<file path="config.mk">
export PLATFORM = sky130hd
export DESIGN_NAME = floating_point_mul
export DESIGN_NICKNAME = d
export VERILOG_FILES = /design/src/rtl/fp_pkg.sv /design/src/rtl/exp_adder.sv /design/src/rtl/floating_point_mul.sv
export SDC_FILE = /design/constraint.sdc
export NUM_CORES = 1
export LEC_CHECK = 0
export CORE_ASPECT_RATIO = 2
export CORE_MARGIN = 2
export CORE_UTILIZATION = 31
export DETAILED_ROUTE_END_ITERATION = 7
export GPL_ROUTABILITY_DRIVEN = 0
export PLACE_DENSITY = 0.55
export SETUP_SLACK_MARGIN = 0.05
export SYNTH_ARGS = -nofsm -noshare
export SYNTH_HDL_FRONTEND = slang
export SYNTH_HIERARCHICAL = 1
export SYNTH_SLANG_ARGS = --single-unit
</file>
<file path="constraint.sdc">
create_clock -name clock -period 6.36 [get_ports clock]
set_clock_uncertainty 0.15 [all_clocks]
set_input_delay 1.272 -clock clock [delete_from_list [all_inputs] [get_ports clock]]
set_output_delay 1.272 -clock clock [all_outputs]
set_load 0.02 [all_outputs]
</file>
<file path="src/rtl/fp_pkg.sv">
// Shared constants, state encoding and datapath helper for the shift-add
// floating-point multiplier.
package fp_pkg;

  localparam int BIAS    = 127;
  localparam int EXP_MAX = 255;
  localparam int NITER   = 24;

  localparam logic [22:0] NAN_FRAC = 23'h400000;

  // Result fraction source chosen by the exponent/special-case logic
  localparam logic [1:0] FS_PROD = 2'd0;
  localparam logic [1:0] FS_ZERO = 2'd1;
  localparam logic [1:0] FS_NAN  = 2'd2;

  typedef enum logic [1:0] {
    IDLE = 2'd0,
    MULT = 2'd1,
    NORM = 2'd2
  } state_e;

  // One shift-add partial product: multiplicand shifted by the bit position
  // when the selected multiplier bit is set.
  function automatic logic [2*NITER-1:0] partial_product(
    input logic [NITER-1:0] a,
    input logic             b_bit,
    input logic [4:0]       shift
  );
    logic [2*NITER-1:0] pp;
    pp = {{NITER{1'b0}}, a} << shift;
    return b_bit ? pp : {(2*NITER){1'b0}};
  endfunction

endpackage

</file>
<file path="src/rtl/exp_adder.sv">
// Result exponent and special-case classification for the multiplier:
// biased sum, bias removal, NaN/infinity/zero and overflow/underflow.
module exp_adder #(
  parameter int BIAS = fp_pkg::BIAS
) (
  input  logic [7:0] exp_a_i,
  input  logic [7:0] exp_b_i,
  input  logic       norm_i,
  output logic [7:0] exp_o,
  output logic [1:0] frac_sel_o
);
  import fp_pkg::*;

  localparam logic signed [9:0] BIAS_S    = 10'(BIAS);
  localparam logic signed [9:0] EXP_MAX_S = 10'(EXP_MAX);
  localparam logic [7:0]        EXP_ONES  = 8'(EXP_MAX);

  logic signed [9:0] sum_s;
  logic              a_max_s;
  logic              b_max_s;
  logic              a_zero_s;
  logic              b_zero_s;

  // 10-bit signed so 255+255+1-BIAS and 0+0-BIAS both fit without wrapping
  assign sum_s = $signed({2'b00, exp_a_i}) + $signed({2'b00, exp_b_i})
               - BIAS_S + $signed({9'd0, norm_i});

  assign a_max_s  = (exp_a_i == EXP_ONES);
  assign b_max_s  = (exp_b_i == EXP_ONES);
  assign a_zero_s = (exp_a_i == 8'd0);
  assign b_zero_s = (exp_b_i == 8'd0);

  // Special cases checked in priority order before the normal exponent
  always_comb begin
    exp_o      = 8'd0;
    frac_sel_o = FS_ZERO;
    if ((a_max_s && b_zero_s) || (b_max_s && a_zero_s)) begin
      exp_o      = EXP_ONES;
      frac_sel_o = FS_NAN;
    end else if (a_max_s || b_max_s) begin
      exp_o      = EXP_ONES;
      frac_sel_o = FS_ZERO;
    end else if (a_zero_s || b_zero_s) begin
      exp_o      = 8'd0;
      frac_sel_o = FS_ZERO;
    end else if (sum_s >= EXP_MAX_S) begin
      exp_o      = EXP_ONES;
      frac_sel_o = FS_ZERO;
    end else if (sum_s <= 10'sd0) begin
      exp_o      = 8'd0;
      frac_sel_o = FS_ZERO;
    end else begin
      exp_o      = sum_s[7:0];
      frac_sel_o = FS_PROD;
    end
  end

endmodule

</file>
<file path="src/rtl/floating_point_mul.sv">
// Sequential floating-point multiplier: 24-step shift-add mantissa product,
// one normalisation cycle, truncating rounding.
module floating_point_mul #(
  parameter int BIAS  = fp_pkg::BIAS,
  parameter int NITER = fp_pkg::NITER
) (
  input  logic         clock,
  input  logic         reset_n,
  input  logic         init,
  input  logic [7:0]   expA,
  input  logic [7:0]   expB,
  input  logic [22:0]  F1,
  input  logic [22:0]  F2,
  output logic         busy,
  output logic         done,
  output logic [7:0]   expAns,
  output logic [22:0]  FAns
);
  import fp_pkg::*;

  localparam int PW = 2 * NITER;

  state_e          state_q, state_d;
  logic [NITER-1:0] a_q, a_d;
  logic [NITER-1:0] b_q, b_d;
  logic [7:0]       ea_q, ea_d;
  logic [7:0]       eb_q, eb_d;
  logic [PW-1:0]    acc_q, acc_d;
  logic [4:0]       cnt_q, cnt_d;
  logic [7:0]       exp_ans_q, exp_ans_d;
  logic [22:0]      f_ans_q, f_ans_d;
  logic             done_q, done_d;
  logic             busy_q, busy_d;

  logic             norm_s;
  logic [22:0]      prod_frac_s;
  logic [7:0]       exp_res_s;
  logic [1:0]       frac_sel_s;

  // Leading product bit decides which 23-bit window becomes the fraction
  assign norm_s      = acc_q[PW-1];
  assign prod_frac_s = norm_s ? acc_q[PW-2:NITER] : acc_q[PW-3:NITER-1];

  exp_adder #(
    .BIAS (BIAS)
  ) u_exp_adder (
    .exp_a_i    (ea_q),
    .exp_b_i    (eb_q),
    .norm_i     (norm_s),
    .exp_o      (exp_res_s),
    .frac_sel_o (frac_sel_s)
  );

  // Next-state, operand latch, shift-add step and result write-back
  always_comb begin
    state_d   = state_q;
    a_d       = a_q;
    b_d       = b_q;
    ea_d      = ea_q;
    eb_d      = eb_q;
    acc_d     = acc_q;
    cnt_d     = cnt_q;
    exp_ans_d = exp_ans_q;
    f_ans_d   = f_ans_q;
    done_d    = 1'b0;
    case (state_q)
      IDLE: begin
        if (init) begin
          a_d     = {1'b1, F1};
          b_d     = {1'b1, F2};
          ea_d    = expA;
          eb_d    = expB;
          acc_d   = {PW{1'b0}};
          cnt_d   = 5'd0;
          state_d = MULT;
        end else begin
          state_d = IDLE;
        end
      end
      MULT: begin
        acc_d = acc_q + partial_product(a_q, b_q[cnt_q], cnt_q);
        cnt_d = cnt_q + 5'd1;
        if (cnt_q == 5'(NITER - 1)) begin
          state_d = NORM;
        end else begin
          state_d = MULT;
        end
      end
      NORM: begin
        exp_ans_d = exp_res_s;
        case (frac_sel_s)
          FS_PROD: f_ans_d = prod_frac_s;
          FS_NAN:  f_ans_d = NAN_FRAC;
          default: f_ans_d = 23'd0;
        endcase
        done_d  = 1'b1;
        state_d = IDLE;
      end
      default: begin
        state_d = IDLE;
      end
    endcase
    busy_d = (state_d != IDLE);
  end

  // State and datapath registers
  always_ff @(posedge clock or negedge reset_n) begin
    if (!reset_n) begin
      state_q   <= IDLE;
      a_q       <= {NITER{1'b0}};
      b_q       <= {NITER{1'b0}};
      ea_q      <= 8'd0;
      eb_q      <= 8'd0;
      acc_q     <= {PW{1'b0}};
      cnt_q     <= 5'd0;
      exp_ans_q <= 8'd0;
      f_ans_q   <= 23'd0;
      done_q    <= 1'b0;
      busy_q    <= 1'b0;
    end else begin
      state_q   <= state_d;
      a_q       <= a_d;
      b_q       <= b_d;
      ea_q      <= ea_d;
      eb_q      <= eb_d;
      acc_q     <= acc_d;
      cnt_q     <= cnt_d;
      exp_ans_q <= exp_ans_d;
      f_ans_q   <= f_ans_d;
      done_q    <= done_d;
      busy_q    <= busy_d;
    end
  end

  assign busy   = busy_q;
  assign done   = done_q;
  assign expAns = exp_ans_q;
  assign FAns   = f_ans_q;

endmodule

</file>
**Word-level counts from Yosys, hierarchy flattened**

Index checks and enable logic that the tools add are counted.

- Input port bits: 65
- Register bits: 152
- Memory bits (read-only): 0
- Latch bits: 0
- Output and inout bits: 33
- Memories kept: 0
- Bits in writable memories: 0
- Word-level logic and storage cells: 63

- Add/subtract/negate cells: 5
- Reduce and logical (&&, ||, !) cells: 13
- Shift-type cells: 1
- Multiplexer cells: 23
- Multipliers: 0
- Bitwise gates (word level): 0
- Eq/ne operators: 7
- Div/mod/pow operators: 0
- Order comparisons: 3

Operator list:

| cell | count |
|---|---|
| $mux W48 | 2 |
| $pmux W48 S2 | 1 |
| $add A48 B48 Y48 | 1 |
| $shl A24 B5 Y48 | 1 |
| $pmux W23 S2 | 1 |
| $mux W8 | 5 |
| $mux W23 | 1 |
| $eq A8 B8 Y1 const B | 2 |
| $logic_not A8 Y1 | 2 |
| $add A10 B2 Y10 | 1 |
| $ge A10 B9 Y1 const B | 1 |
| $le A10 B1 Y1 const B | 1 |
| $mux W2 | 5 |
| $pmux W5 S2 | 1 |
| $sub A10 B8 Y10 const B | 1 |
| $add A8 B8 Y9 | 1 |
| $lt A5 B6 Y1 const B | 1 |
| $add A5 B1 Y5 const B | 1 |
| $bmux W1 S5 | 1 |
| $eq A5 B5 Y1 const B | 1 |
| $mux W5 | 1 |
| $eq A2 B2 Y1 const B | 2 |
| $logic_not A2 Y1 | 2 |
| $mux W1 | 4 |
| other kinds (7) | 12 |

**Longest topological paths before layout**

Gate-level depths: netlist of the first run.

- Depth in word-level cells: 11
- Mapped depth: 22

**Modules after synthesis**

The synthesis of the first run kept the hierarchy.

Modules (own cells, without submodules):

| module | sequential area each (sq um) | area each (sq um) | times used | cells each |
|---|---|---|---|---|
| floating_point_mul | 3,778.6 | 10,193.5 | 1 | 1,224 |
| exp_adder | 0.0 | 700.7 | 1 | 97 |

**Least setup slack after synthesis of the first run**

OpenSTA, ideal clock, no wires.

- Path kind: reg-to-reg
- From: register cnt_q[0]
- To: register acc_q[45]
- Setup slack: 1.672 ns
- Stages on the path, launching flop included: 19
- Path buffers: 3
- Required time: 6.088 ns
- Arrival time: 4.417 ns
- Period minus slack after synthesis: 4.688 ns
- Path through: dfrtp_1 -> buf_2 -> mux4_2 -> mux4_2 -> nand2_1 -> and2_1 -> clkbuf_1 -> buf_2 -> a211oi_1 -> ha_1 -> a21oi_1 -> o21ai_0 -> a211oi_1 -> nor2_1 -> o41ai_4 -> a2bb2oi_1 -> o21ai_0 -> or3_1 -> a32o_1

- Cells in the longest elaborated chain, start to end: 5
- Elaborated cells between the ends (all ways): 6

Ends and longest elaborated chain:

| element | line | RTL |
|---|---|---|
| from (decl) | floating_point_mul.sv:29 | `logic [4:0] cnt_q, cnt_d;` |
| from (signal assigned) | floating_point_mul.sv:127 | `cnt_q <= cnt_d;` |
| $bmux W1 S5 | floating_point_mul.sv:81 | `acc_d = acc_q + partial_product(a_q, b_q[cnt_q], cnt_q);` |
| $mux W1 (not written as such) | floating_point_mul.sv:81 |  |
| $mux W48 (*) | fp_pkg.sv:31 | `return b_bit ? pp : {(2*NITER){1'b0}};` |
| $add A48 B48 Y48 (*) | floating_point_mul.sv:81 |  |
| $pmux W48 S2 (*) | floating_point_mul.sv:66 | `case (state_q)` |
| to (signal assigned) | floating_point_mul.sv:114 | `acc_q <= {PW{1'b0}};` |
| to (decl) | floating_point_mul.sv:28 | `logic [PW-1:0] acc_q, acc_d;` |

Mark *: on every way between the ends. The rest lies on a longest branch, timed or not. The select of a mux whose other input is x is not followed.
A chain may end at the register's enable or synchronous reset.

**Worst setup path after layout of the first run**

- From: register cnt_q[0]
- To: register acc_q[46]

Same word-level chain as after synthesis.

==> results of run 1 <==
==> layout make-up <==
type / count / area, um2 / share of cell area (%)
clock buffer: 20 / 466.7 / 3.635
inverter: 35 / 131.4 / 1.023
tap: 445 / 556.8 / 4.337
multi-input combinational: 1063 / 6709 / 52.26
antenna: 2 / 5.005 / 0.03899
clock inverter: 11 / 111.4 / 0.8674
timing repair buffer: 111 / 1077 / 8.392
sequential: 151 / 3780 / 29.44
==> worst max path at each step <==
| stage | startpoint | endpoint | cells after the start |
|---|---|---|---|
| final | cnt_q[0]$_DFFE_PN0P_ | acc_q[46]$_DFFE_PN0P_ | 16 |
| after global placement | cnt_q[0]$_DFFE_PN0P_ | acc_q[46]$_DFFE_PN0P_ | 16 |
| after floorplan | cnt_q[0]$_DFFE_PN0P_ | acc_q[45]$_DFFE_PN0P_ | 18 |
| after global routing | cnt_q[0]$_DFFE_PN0P_ | acc_q[46]$_DFFE_PN0P_ | 17 |
| after detailed placement | cnt_q[0]$_DFFE_PN0P_ | acc_q[46]$_DFFE_PN0P_ | 16 |
| after CTS | cnt_q[0]$_DFFE_PN0P_ | acc_q[46]$_DFFE_PN0P_ | 16 |
==> per-layer routing <==
metal  up-vias  share of wire, %  track usage, %
met2       226                55           34.32
met4         0               6.4           12.34
met3       102               2.6           2.331
met1      4529                36           17.96
met5         -                 0               0
li1       4764                 -               -
==> cell usage after synthesis (4+ instances only) <==
cell type | number | area share (%)
ha_1 | 64 | 7.4
nand3_1 | 17 | 0.78
or2_2 | 6 | 0.34
mux2_2 | 24 | 2.5
o21ai_0 | 115 | 5.3
a21o_1 | 28 | 1.9
and3_1 | 11 | 0.63
o211ai_1 | 4 | 0.28
o22a_1 | 4 | 0.32
nand4_1 | 16 | 0.92
buf_2 | 8 | 0.37
nor2b_1 | 13 | 0.75
buf_1 | 4 | 0.14
clkbuf_1 | 57 | 2.0
mux4_2 | 16 | 3.3
xor2_1 | 23 | 1.8
and2_1 | 13 | 0.75
o21bai_1 | 6 | 0.41
nor3_1 | 17 | 0.78
nand2_1 | 312 | 11
a211oi_1 | 15 | 1.0
nor4_1 | 7 | 0.40
o31ai_1 | 6 | 0.41
a31oi_1 | 14 | 0.80
o31a_1 | 4 | 0.32
o21ai_1 | 5 | 0.23
nor2_1 | 103 | 3.5
dfrtp_1 | 151 | 35
or3_1 | 11 | 0.63
a22oi_1 | 7 | 0.48
a21oi_1 | 71 | 3.3
xnor2_1 | 19 | 1.5
inv_1 | 35 | 1.2
nand2b_1 | 8 | 0.46
o21a_1 | 9 | 0.62
mux2i_1 | 50 | 4.6
==> cells by family after synthesis <==
family,Yosys count
buffers and inverters,107
AND/OR/NAND/NOR,543
multiplexers,90
AO/OA/AOI/OAI,322
XOR/XNOR,42
adder cells (fa/ha/maj),66
flip-flops,151
==> state kept, by name, indices dropped and copies added (netlist names), 2 cells and up <==
name and cells:
acc_q 48, a_q 24, FAns 23, b_q 23, ea_q 8, eb_q 8, expAns 8, cnt_q 5
state_q 2
==> worst reg2reg max path, cell delays in order, from the launching register on <==
cell and delay [ns]:
dfrtp_2 0.63, mux4_2 0.57, mux4_2 0.49, nand2_1 0.33, and2_1 0.55, buf_4 0.26, a211oi_1 0.08, ha_1 0.45
and4_1 0.26, nand3_1 0.15, nor2_1 0.18, a221oi_1 0.09, a21bo_2 0.24, nor3b_1 0.43, a31oi_1 0.17, mux2i_1 0.14
a311o_1 0.27
==> stage by stage <==
step | setup slack (ns) | hold WS, ns | power (W)
after floorplan | 1.672 | 0.2903 | 0.005284
after global placement | 0.9636 | 0.3113 | 0.006560
after detailed placement | 0.8610 | 0.3131 | 0.006620
after CTS | 0.8224 | 0.3282 | 0.007663
after global routing | 0.4719 | 0.3439 | 0.008289
final | 0.8261 | 0.3229 | 0.007635
==> power groups by stage <==
stage               registers (W)  logic, W  clock network (W)
global route              0.00182   0.00540            0.00107
floorplan                 0.00162   0.00366                  0
finish                    0.00175   0.00488            0.00101
global placement          0.00177   0.00479                  0
CTS                       0.00176   0.00487            0.00103
detailed placement        0.00178   0.00484                  0
==> metrics.md, run 1 <==
| Metric | Value |
|---|---|
| Status | complete, no violations |
| Crit path top cell by count | mux4_2 |
| Yosys cell types | 65 |
| Post-synth ARST share | 100.0% |
| DR iter-0 viols | 622 |
| Flop pwr share | 22.9% |
| Top Family by Delay on Critical Path | simple AND/OR/NAND/NOR gates |
| Critical setup path kind | reg -> reg |
| Flip-flop and latch count after synthesis | 151 |
| Die ar. | 36750 um2 |
| ANT nets after route | 0 |
| Placed insts | 1805 |
| Worst path arrival time | 5.73 ns |
| Final core utilization | 36.85% |
| Synth warn | 6 |
| GR Util All Layers | 18.26% |
| Area Growth Syn to Fin | 17.84% |
| Clock Sinks | 151 |
| P per Cell Area | 594.8 nW/um2 |
| Final wirelength | 32400 um |
| H-tree Lvls | 4 |
| CTS clk-pin slew, worst paths | 0.06 ns |
| Die Height | 269.1 um |
| Synth Instances | 1321 |
| Root Buffer Master | clkbuf_16 |
| Seq/Total Area, Yosys | 34.68% |
| Post-synth top flop | dfrtp_1 |
| Most common cell after layout, fill and taps aside | nand2_1 |
| Die span in x | 136.6 um |
| Cell Area, Placed | 12250 um2 |
| Crit. End Element | flip-flop |
| Post-CTS Hold Buffers | 0 |
| CTS Buffer Depth | 2 |
| Design area | 12840 um2 |
| Sw Ratio | 49.49% |
| Slew headroom | 26.72% |
| Cell-internal power | 0.003856 W |
| Largest family of logic cells by synthesized area | simple AND/OR/NAND/NOR gates |
| Layout Cells excl Fill | 1838 |
| Synthesized cell area | 10890 um2 |
| R2R Path Start | cnt_q[0]$_DFFE_PN0P_ |
| I/O pin total | 98 |
| Via Count | 9621 |
| Worst-path cell chain | mux4_2, mux4_2, nand2_1, and2_1, buf_4, a211oi_1, ha_1, and4_1, nand3_1, nor2_1, a221oi_1, a21bo_2, nor3b_1, a31oi_1, mux2i_1, a311o_1 |
| Port bufs | 97 |
| NetSw | 0.003779 W |
| Grt total ovfl | 0 |
| Vias in the first global route | 9906 |
| Row count | 97 |
| Worst path max stage delay | 0.63 ns |
| Complex-gate fraction of the synthesized area | 18.53% |
| Layout net count | 1510 |
| Layout fillers | 3577 |
| Via density | 5.234 |
| R2r setup slk | 0.83 ns |
| Most frequent cells in the layout | nand2_1 (311), dfrtp_1 (150), o21ai_0 (115), nor2_1 (103), clkdlybuf4s50_1 (96) |
| Worst Path Max Fanout | 16 |
| Synth Area in Simple Gates | 21.42% |
| Detailed placer's ending HPWL | 25390 um |
| Number of flops mapped to enable cells by yosys | 0 |
| VDD IR max | 0.2947 mV |
| Starting Density | 31.28% |
| RSZ-0062 raised after global routing | false |
| CTS Buf Count | 17 |
| Final Critical Period | 5.534 ns |
| Final hold violations | 0 |
| Antenna violations before repair | 2 |
| Largest net degree at the start of global routing | 64 |
| Drt wl/cell | 17.63 um |
| Reg-to-reg endpoint | acc_q[46]$_DFFE_PN0P_ |
| End of the worst hold path | FAns[5]$_DFFE_PN0P_ |
| Slowest CP cell | dfrtp_2 |
| Clk pwr share | 13.2% |
| Leakage | 5.734 nW |
| Worst path bufs/invs | 1 |
| # resized after CTS | 0 |
| Hold Crit Class | reg -> reg |
| Max Slew Vio Count | 0 |
| FMAX | 180.7 MHz |
| Post-CTS Setup Bufs | 0 |
| Syn nets | 1452 |
| Worst-Skew Late Latency | 0.46 ns |
| Logic gate share of total power | 63.9% |
| Final setup vio count | 0 |
| Mapped Avg Cell Area | 8.247 um2 |
| DRC | 0 |
| First-pass GRT wire length | 51980 um |
| Hold Startpoint | FAns[5]$_DFFE_PN0P_ |
| DRT Pass-1 Iters | 7 |
| XOR/XNOR Fraction of Synth Area | 3.377% |
| Mux contribution to synthesized area | 10.38% |
| Core area | 34830 um2 |
| Slew @ Worst Pin | 1.099 ns |
| Share of layout cells above drive strength 1 | 7.980% |
| Period utilization | 87.01% |
| Maxcap violations | 0 |
| Total Neg Setup Slack | 0 ns |
| Worst reg2reg path depth | 16 |
| WP data required | 6.55 ns |
| TritonCTS clock tree | done |
| Worst Hold Depth | 2 |
| Synth Area in Adders | 7.718% |
| CP startpoint kind | flip-flop |
No activity file was read; power rests on OpenSTA's default activity.
==> run 2, diff against run 1 <==
--- a/config.mk
+++ b/config.mk
@@ -10,7 +10,7 @@
 export CORE_UTILIZATION = 31
 export DETAILED_ROUTE_END_ITERATION = 7
 export GPL_ROUTABILITY_DRIVEN = 0
-export PLACE_DENSITY = 0.55
+export PLACE_DENSITY = 0.57
 export SETUP_SLACK_MARGIN = 0.05
 export SYNTH_ARGS = -nofsm -noshare
 export SYNTH_HDL_FRONTEND = slang
==> constraint.sdc (replaced) <==
create_clock -name clock -period 4.8 [get_ports clock]
set_clock_uncertainty 0.15 [all_clocks]
set_input_delay 0.96 -clock clock [delete_from_list [all_inputs] [get_ports clock]]
set_output_delay 0.96 -clock clock [all_outputs]
set_load 0.02 [all_outputs]
==> metrics.md, run 2 (synthesis gave the netlist of run 1 again) <==
| Metric | Value |
|---|---|
| Max Slew Vio Count | 0 (unchanged) |
| Worst Path Max Fanout | 32 (was 16) |
| Leakage | 6.089 nW (was 5.734 nW) |
| Worst path bufs/invs | 4 (was 1) |
| Period utilization | 95.57% (was 87.01%) |
| TritonCTS clock tree | done (unchanged) |
| CP startpoint kind | flip-flop (unchanged) |
| Share of layout cells above drive strength 1 | 14.32% (was 7.980%) |
| Status | complete, no violations (unchanged) |
| Row count | 97 (unchanged) |
| Number of diodes | 0 (was 2) |
| First-pass GRT wire length | 52960 um (was 51980 um) |
| Multi-input gate area | 6899 um2 (was 6709 um2) |
| CTS Buf Count | 17 (unchanged) |
| Hold Crit Class | reg -> reg (unchanged) |
| Clock Sinks | 151 (unchanged) |
| VDD IR max | 0.4471 mV (was 0.2947 mV) |
| Final hold violations | 0 (unchanged) |
| Drt wl/cell | 17.43 um (was 17.63 um) |
| Die ar. | 36750 um2 (unchanged) |
| Layout net count | 1577 (was 1510) |
| ANT nets after route | 0 (unchanged) |
| Clk pwr share | 11.5% (was 13.2%) |
| Most common cell after layout, fill and taps aside | nand2_1 (unchanged) |
| Root Buffer Master | clkbuf_16 (unchanged) |
| Slew @ Worst Pin | 1.029 ns (was 1.099 ns) |
| Regs by FF count | acc_q x48, a_q x24 (unchanged) |
| Layout fillers | 3542 (was 3577) |
| DRC | 0 (unchanged) |
| Largest reg by FF count | acc_q (unchanged) |
| Via density | 5.296 (was 5.234) |
| Most frequent cells in the layout | nand2_1 (311), dfrtp_1 (151), o21ai_0 (108), nor2_1 (100), clkdlybuf4s50_1 (96) (was nand2_1 (311), dfrtp_1 (150), o21ai_0 (115), nor2_1 (103), clkdlybuf4s50_1 (96)) |
| Area of all sequential standard cells | 3779 um2 (was 3780 um2) |
| Die Height | 269.1 um (unchanged) |
| Cell Area, Placed | 12810 um2 (was 12250 um2) |
| Design Power | 0.01112 W (was 0.007635 W) |
| Vias in the first global route | 10385 (was 9906) |
| NetSw | 0.005336 W (was 0.003779 W) |
| P per Cell Area | 819.2 nW/um2 (was 594.8 nW/um2) |
| H-tree Lvls | 4 (unchanged) |
| GR Util All Layers | 18.51% (was 18.26%) |
| Die span in x | 136.6 um (unchanged) |
| Starting Density | 31.28% (unchanged) |
| Final Critical Period | 4.587 ns (was 5.534 ns) |
| FMAX | 218.0 MHz (was 180.7 MHz) |
| Sw Ratio | 47.98% (was 49.49%) |
| Maxcap violations | 0 (unchanged) |
| Slew headroom | 31.12% (was 26.72%) |
| Via Count | 10083 (was 9621) |
| Worst-Skew Late Latency | 0.46 ns (about the same) |
| RSZ-0062 raised after global routing | true (was false) |
| Worst-path cell chain | buf_4, buf_12, inv_1, buf_4, nor2_1, a21oi_1, mux2i_1, mux2_2, o32a_1, nor2_1, ha_1, a21o_1, a31oi_2, o221ai_2, a221oi_1, a21bo_2, nor3b_4, a31oi_1, mux2i_1, a311o_1 (was mux4_2, mux4_2, nand2_1, and2_1, buf_4, a211oi_1, ha_1, and4_1, nand3_1, nor2_1, a221oi_1, a21bo_2, nor3b_1, a31oi_1, mux2i_1, a311o_1) |
| Slowest CP cell | dfrtp_1 (was dfrtp_2) |
| Total Neg Setup Slack | 0 ns (unchanged) |
| Logic gate share of total power | 67.9% (was 63.9%) |
| Hold WS | 0.3244 ns (was 0.3229 ns) |
| Pre-CTS setup slack | -0.1307 ns (was 0.8610 ns) |
| Design area | 13570 um2 (was 12840 um2) |
| Antenna violations before repair | 0 (was 2) |
| Worst path max stage delay | 0.38 ns (was 0.63 ns) |
| CTS clk-pin slew, worst paths | 0.07 ns (was 0.06 ns) |
| Area Growth Syn to Fin | 24.60% (was 17.84%) |
| Flop pwr share | 20.6% (was 22.9%) |
| WP data required | 4.99 ns (was 6.55 ns) |
| Critical setup path kind | reg -> reg (unchanged) |
| Worst path arrival time | 4.78 ns (was 5.73 ns) |
| Core area | 34830 um2 (unchanged) |
| Largest net degree at the start of global routing | 78 (was 64) |
| Detailed placer's ending HPWL | 26030 um (was 25390 um) |
| Grt total ovfl | 0 (unchanged) |
| Port bufs | 97 (unchanged) |
| Final setup vio count | 0 (unchanged) |
| PnR worst setup slack | 0.2127 ns (was 0.8261 ns) |
| I/O pin total | 98 (unchanged) |
| Top Family by Delay on Critical Path | compound AO/OA/AOI/OAI gates (was simple AND/OR/NAND/NOR gates) |
| Cell-internal power | 0.005784 W (was 0.003856 W) |
| DRT Pass-1 Iters | 5 (was 7) |
| DR iter-0 viols | 589 (was 622) |
| Crit. End Element | flip-flop (unchanged) |
| Number of flip-flops in the largest register | 48 (unchanged) |
| CTS Buffer Depth | 2 (unchanged) |
| Final wirelength | 33190 um (was 32400 um) |
[run 2: cell types whose count changed in the layout (fill, tap and decap cells not counted), sizes merged]
| cell | delta |
|---|---|
| buf | +66 |
| bufinv | -1 |
| clkinvlp | +1 |
| clkinv | +1 |
| diode | -2 |
| clkbuf | -1 |
| inv | +2 |
[run 2: routing by layer]
| metal | up-vias | GRT usage (%) | share of wire, % | routed length (um) |
|---|---|---|---|---|
| met5 | - | 0 | 0 | 0 |
| met4 | 0 | 11.90 | 6.2 | 2055 |
| met3 | 114 | 2.538 | 2.7 | 895 |
| met2 | 225 | 35.08 | 56 | 18560 |
| met1 | 4835 | 18.11 | 35 | 11680 |
| li1 | 4909 | - | - | - |
[run 2: area by class of cell]
cell class              count  area share, %
flip-flops and latches    151          27.84
repair buffers            178          12.23
inverters                  35         0.9678
multi-input cells        1063          50.82
well taps                 445          4.102
clock inverters            14         0.8757
clock buffers              18          3.162
[run 2: final timing paths]
| kind | from | endpoint | slack, ns | depth (start not counted) |
|---|---|---|---|---|
| setup / recovery | cnt_q[0]$_DFFE_PN0P_ | acc_q[46]$_DFFE_PN0P_ | 0.21 | 20 |
| max in group asynchronous | reset_n | FAns[5]$_DFFE_PN0P_ | 3.23 | 2 |
| setup reg to reg | cnt_q[0]$_DFFE_PN0P_ | acc_q[46]$_DFFE_PN0P_ | 0.21 | 20 |
| min in group asynchronous | reset_n | b_q[17]$_DFFE_PN0P_ | 0.36 | 1 |
| hold / removal | b_q[12]$_DFFE_PN0P_ | b_q[12]$_DFFE_PN0P_ | 0.32 | 2 |
| hold reg to reg | b_q[12]$_DFFE_PN0P_ | b_q[12]$_DFFE_PN0P_ | 0.32 | 2 |
[run 2: worst register-to-register path, stage by stage (launching register included)]
cell and delay [ns]:
dfrtp_1 0.38, buf_4 0.15, buf_12 0.17, inv_1 0.16
buf_4 0.17, nor2_1 0.05, a21oi_1 0.27, mux2i_1 0.16
mux2_2 0.30, o32a_1 0.17, nor2_1 0.11, ha_1 0.32
a21o_1 0.22, a31oi_2 0.24, o221ai_2 0.19, a221oi_1 0.28
a21bo_2 0.28, nor3b_4 0.17, a31oi_1 0.17, mux2i_1 0.10
a311o_1 0.27
[run 2: power by group through the flow]
| stage | Sequential (W) | Clock [W] | Combinational, W |
|---|---|---|---|
| 3_3_place_gp | 0.00230 | 0 | 0.00706 |
| 6_report | 0.00229 | 0.00128 | 0.00755 |
| 5_1_grt | 0.00236 | 0.00136 | 0.00827 |
| 4_1_cts | 0.00229 | 0.00131 | 0.00720 |
| 3_5_place_dp | 0.00231 | 0 | 0.00715 |
| 2_1_floorplan | 0.00215 | 0 | 0.00485 |
[run 2: what timing repair did]
item	CTS	global route
gates cloned	0	1
pin swaps	0	6
buffers inserted	0	0
hold buffers	0	0
endpoints found under the hold margin	0	0
gates resized for setup	3	42
endpoints found under the setup margin	7	16
[run 2: metrics by stage]
stage                     std cells  utilization, %
final                          1904           38.97
after global routing           1904           38.97
after floorplan                1321               -
after global placement         1871           36.78
after CTS                      1903           38.39
after detailed placement       1871           36.78
==> run 3, diff against run 2 <==
--- a/config.mk
+++ b/config.mk
@@ -12,6 +12,7 @@
 export GPL_ROUTABILITY_DRIVEN = 0
 export PLACE_DENSITY = 0.57
 export SETUP_SLACK_MARGIN = 0.05
+export SLEW_MARGIN = 40
 export SYNTH_ARGS = -nofsm -noshare
 export SYNTH_HDL_FRONTEND = slang
 export SYNTH_HIERARCHICAL = 1
==> constraint.sdc (replaced) <==
create_clock -name clock -period 4.2 [get_ports clock]
set_clock_uncertainty 0.15 [all_clocks]
set_input_delay 0.84 -clock clock [delete_from_list [all_inputs] [get_ports clock]]
set_output_delay 0.84 -clock clock [all_outputs]
set_load 0.02 [all_outputs]
==> metrics.md, run 3 (synthesis gave the netlist of run 1 again) <==
| Metric | Value |
|---|---|
| Die ar. | 36750 um2 (unchanged) |
| CTS Buffer Depth | 2 (unchanged) |
| Design Power | 0.01562 W (was 0.01112 W) |
| WP data required | 4.39 ns (was 4.99 ns) |
| Post-CTS Hold Buffers | 0 (unchanged) |
| Die span in x | 136.6 um (unchanged) |
| Critical setup path kind | reg -> reg (unchanged) |
| CTS clk-pin slew, worst paths | 0.07 ns (about the same) |
| Detailed placer's ending HPWL | 27590 um (was 26030 um) |
| Number of flip-flops in the largest register | 48 (unchanged) |
| Port bufs | 97 (unchanged) |
| CP startpoint kind | flip-flop (unchanged) |
| Root Buffer Master | clkbuf_16 (unchanged) |
| Clock Sinks | 151 (unchanged) |
| Layout net count | 1743 (was 1577) |
| Worst reg2reg path depth | 18 (was 20) |
| Vias in the first global route | 11164 (was 10385) |
| Worst Path Max Fanout | 6 (was 32) |
| First-pass GRT wire length | 56610 um (was 52960 um) |
| Via Count | 10766 (was 10083) |
| Total Neg Setup Slack | -4.725 ns (was 0 ns) |
| Status | finished, violations left (was complete, no violations) |
| Core area | 34830 um2 (unchanged) |
| Row count | 97 (unchanged) |
| Crit. End Element | flip-flop (unchanged) |
| P per Cell Area | 1000 nW/um2 (was 819.2 nW/um2) |
| Via density | 5.198 (was 5.296) |
| Final hold violations | 0 (unchanged) |
| Layout fillers | 3367 (was 3542) |
| Worst path arrival time | 4.79 ns (was 4.78 ns) |
| Antenna violations before repair | 1 (was 0) |
| Share of layout cells above drive strength 1 | 28.74% (was 14.32%) |
| Starting Density | 31.28% (unchanged) |
| Largest reg by FF count | acc_q (unchanged) |
| Final Critical Period | 4.601 ns (was 4.587 ns) |
| Max Slew Vio Count | 0 (unchanged) |
| VDD IR max | 0.4929 mV (was 0.4471 mV) |
| Final setup vio count | 20 (was 0) |
| RSZ-0062 raised after global routing | true (unchanged) |
| I/O pin total | 98 (unchanged) |
| Worst-Skew Late Latency | 0.46 ns (about the same) |
| Drt wl/cell | 17.41 um (was 17.43 um) |
| DRC | 0 (unchanged) |
| Area Growth Syn to Fin | 43.28% (was 24.60%) |
| DRT Pass-1 Iters | 5 (unchanged) |
| PnR worst setup slack | -0.4014 ns (was 0.2127 ns) |
| Final wirelength | 36060 um (was 33190 um) |
| Most common cell after layout, fill and taps aside | nand2_1 (unchanged) |
| Most frequent cells in the layout | nand2_1 (306), buf_4 (226), dfrtp_1 (149), clkdlybuf4s50_1 (96), nor2_1 (89) (was nand2_1 (311), dfrtp_1 (151), o21ai_0 (108), nor2_1 (100), clkdlybuf4s50_1 (96)) |
| GR Util All Layers | 19.74% (was 18.51%) |
| Slew headroom | 47.62% (was 31.12%) |
| ANT nets after route | 0 (unchanged) |
| Regs by FF count | acc_q x48, a_q x24 (unchanged) |
| CTS Buf Count | 17 (unchanged) |
| Largest net degree at the start of global routing | 78 (unchanged) |
| Violated checks | negative setup slack |
| H-tree Lvls | 4 (unchanged) |
| Die Height | 269.1 um (unchanged) |
| TritonCTS clock tree | done (unchanged) |
| Maxcap violations | 0 (unchanged) |
| R2r setup slk | -0.40 ns (was 0.21 ns) |
| Period utilization | 109.6% (was 95.57%) |
| Hold Crit Class | in -> async (was reg -> reg) |
| Leakage | 7.106 nW (was 6.089 nW) |
| Grt total ovfl | 0 (unchanged) |
| DR iter-0 viols | 493 (was 589) |
| FMAX | 217.3 MHz (was 218.0 MHz) |
| Slew @ Worst Pin | 0.7857 ns (was 1.029 ns) |
## run 3: per-layer routing
metal  share of wire, %  wire length, um  global-route usage [%]
met2                 56            20320                   37.79
met4                6.9             2488                   13.60
met1                 34            12390                   18.56
met3                2.4              868                   2.688
met5                  0                0                       0
## run 3: final timing paths
path	end	from
max	acc_q[40]$_DFFE_PN0P_	cnt_q[0]$_DFFE_PN0P_
min	FAns[1]$_DFFE_PN0P_	reset_n
max reg2reg	acc_q[40]$_DFFE_PN0P_	cnt_q[0]$_DFFE_PN0P_
min reg2reg	FAns[2]$_DFFE_PN0P_	FAns[2]$_DFFE_PN0P_
max in group asynchronous	a_q[0]$_DFFE_PN0P_	reset_n
min in group clock	FAns[2]$_DFFE_PN0P_	FAns[2]$_DFFE_PN0P_
## run 3: per-stage QoR
step	hold WS, ns	util [%]	std cells	cell area (um2)	setup slack, ns
after floorplan	0.2903	-	1321	10960	-0.1586
after global placement	0.3107	39.70	2000	13830	-0.6880
after detailed placement	0.3151	39.72	2000	13830	-0.7059
after CTS	0.2774	42.82	2048	14920	-0.3148
after global routing	0.07361	44.81	2071	15610	-0.4880
final	0.06989	44.81	2071	15610	-0.4014
## run 3: repair_timing
action                     4_1_cts  5_1_grt
pin swaps                       33       67
setup endpoints to repair       29       33
cloned                           0        3
resized for setup               83      104
buffers inserted                17       28
## run 3: power breakdown
group          leakage, nW  internal (W)  switching (W)
clock                0.297      0.000917       0.000712
sequential            1.91       0.00206       0.000574
combinational         4.90       0.00556        0.00579
total                 7.11       0.00854        0.00707
## run 3: final cells by class
cell class	count	area (um2)	share of cell area (%)
Antenna cell	1	2.502	0.01603
Clock buffer	18	439.2	2.814
Clock inverter	14	177.7	1.138
Inverter	35	135.1	0.8657
Multi-Input combinational cell	1063	7501	48.06
Sequential cell	151	3781	24.22
Tap cell	445	556.8	3.567
Timing Repair Buffer	344	3015	19.32
## run 3: worst max-delay path, cell delays in order, from the launching register on
cell	delay, ns
dfrtp_2	0.43
buf_6	0.14
mux4_2	0.48
mux4_2	0.51
nand2_4	0.09
and2_4	0.20
clkbuf_16	0.16
buf_6	0.11
a211oi_4	0.05
ha_4	0.30
a21oi_2	0.12
nand2_1	0.10
a31oi_1	0.06
or3_4	0.41
o31a_1	0.29
a21boi_2	0.23
o211ai_1	0.15
and4_1	0.16
or3_1	0.33
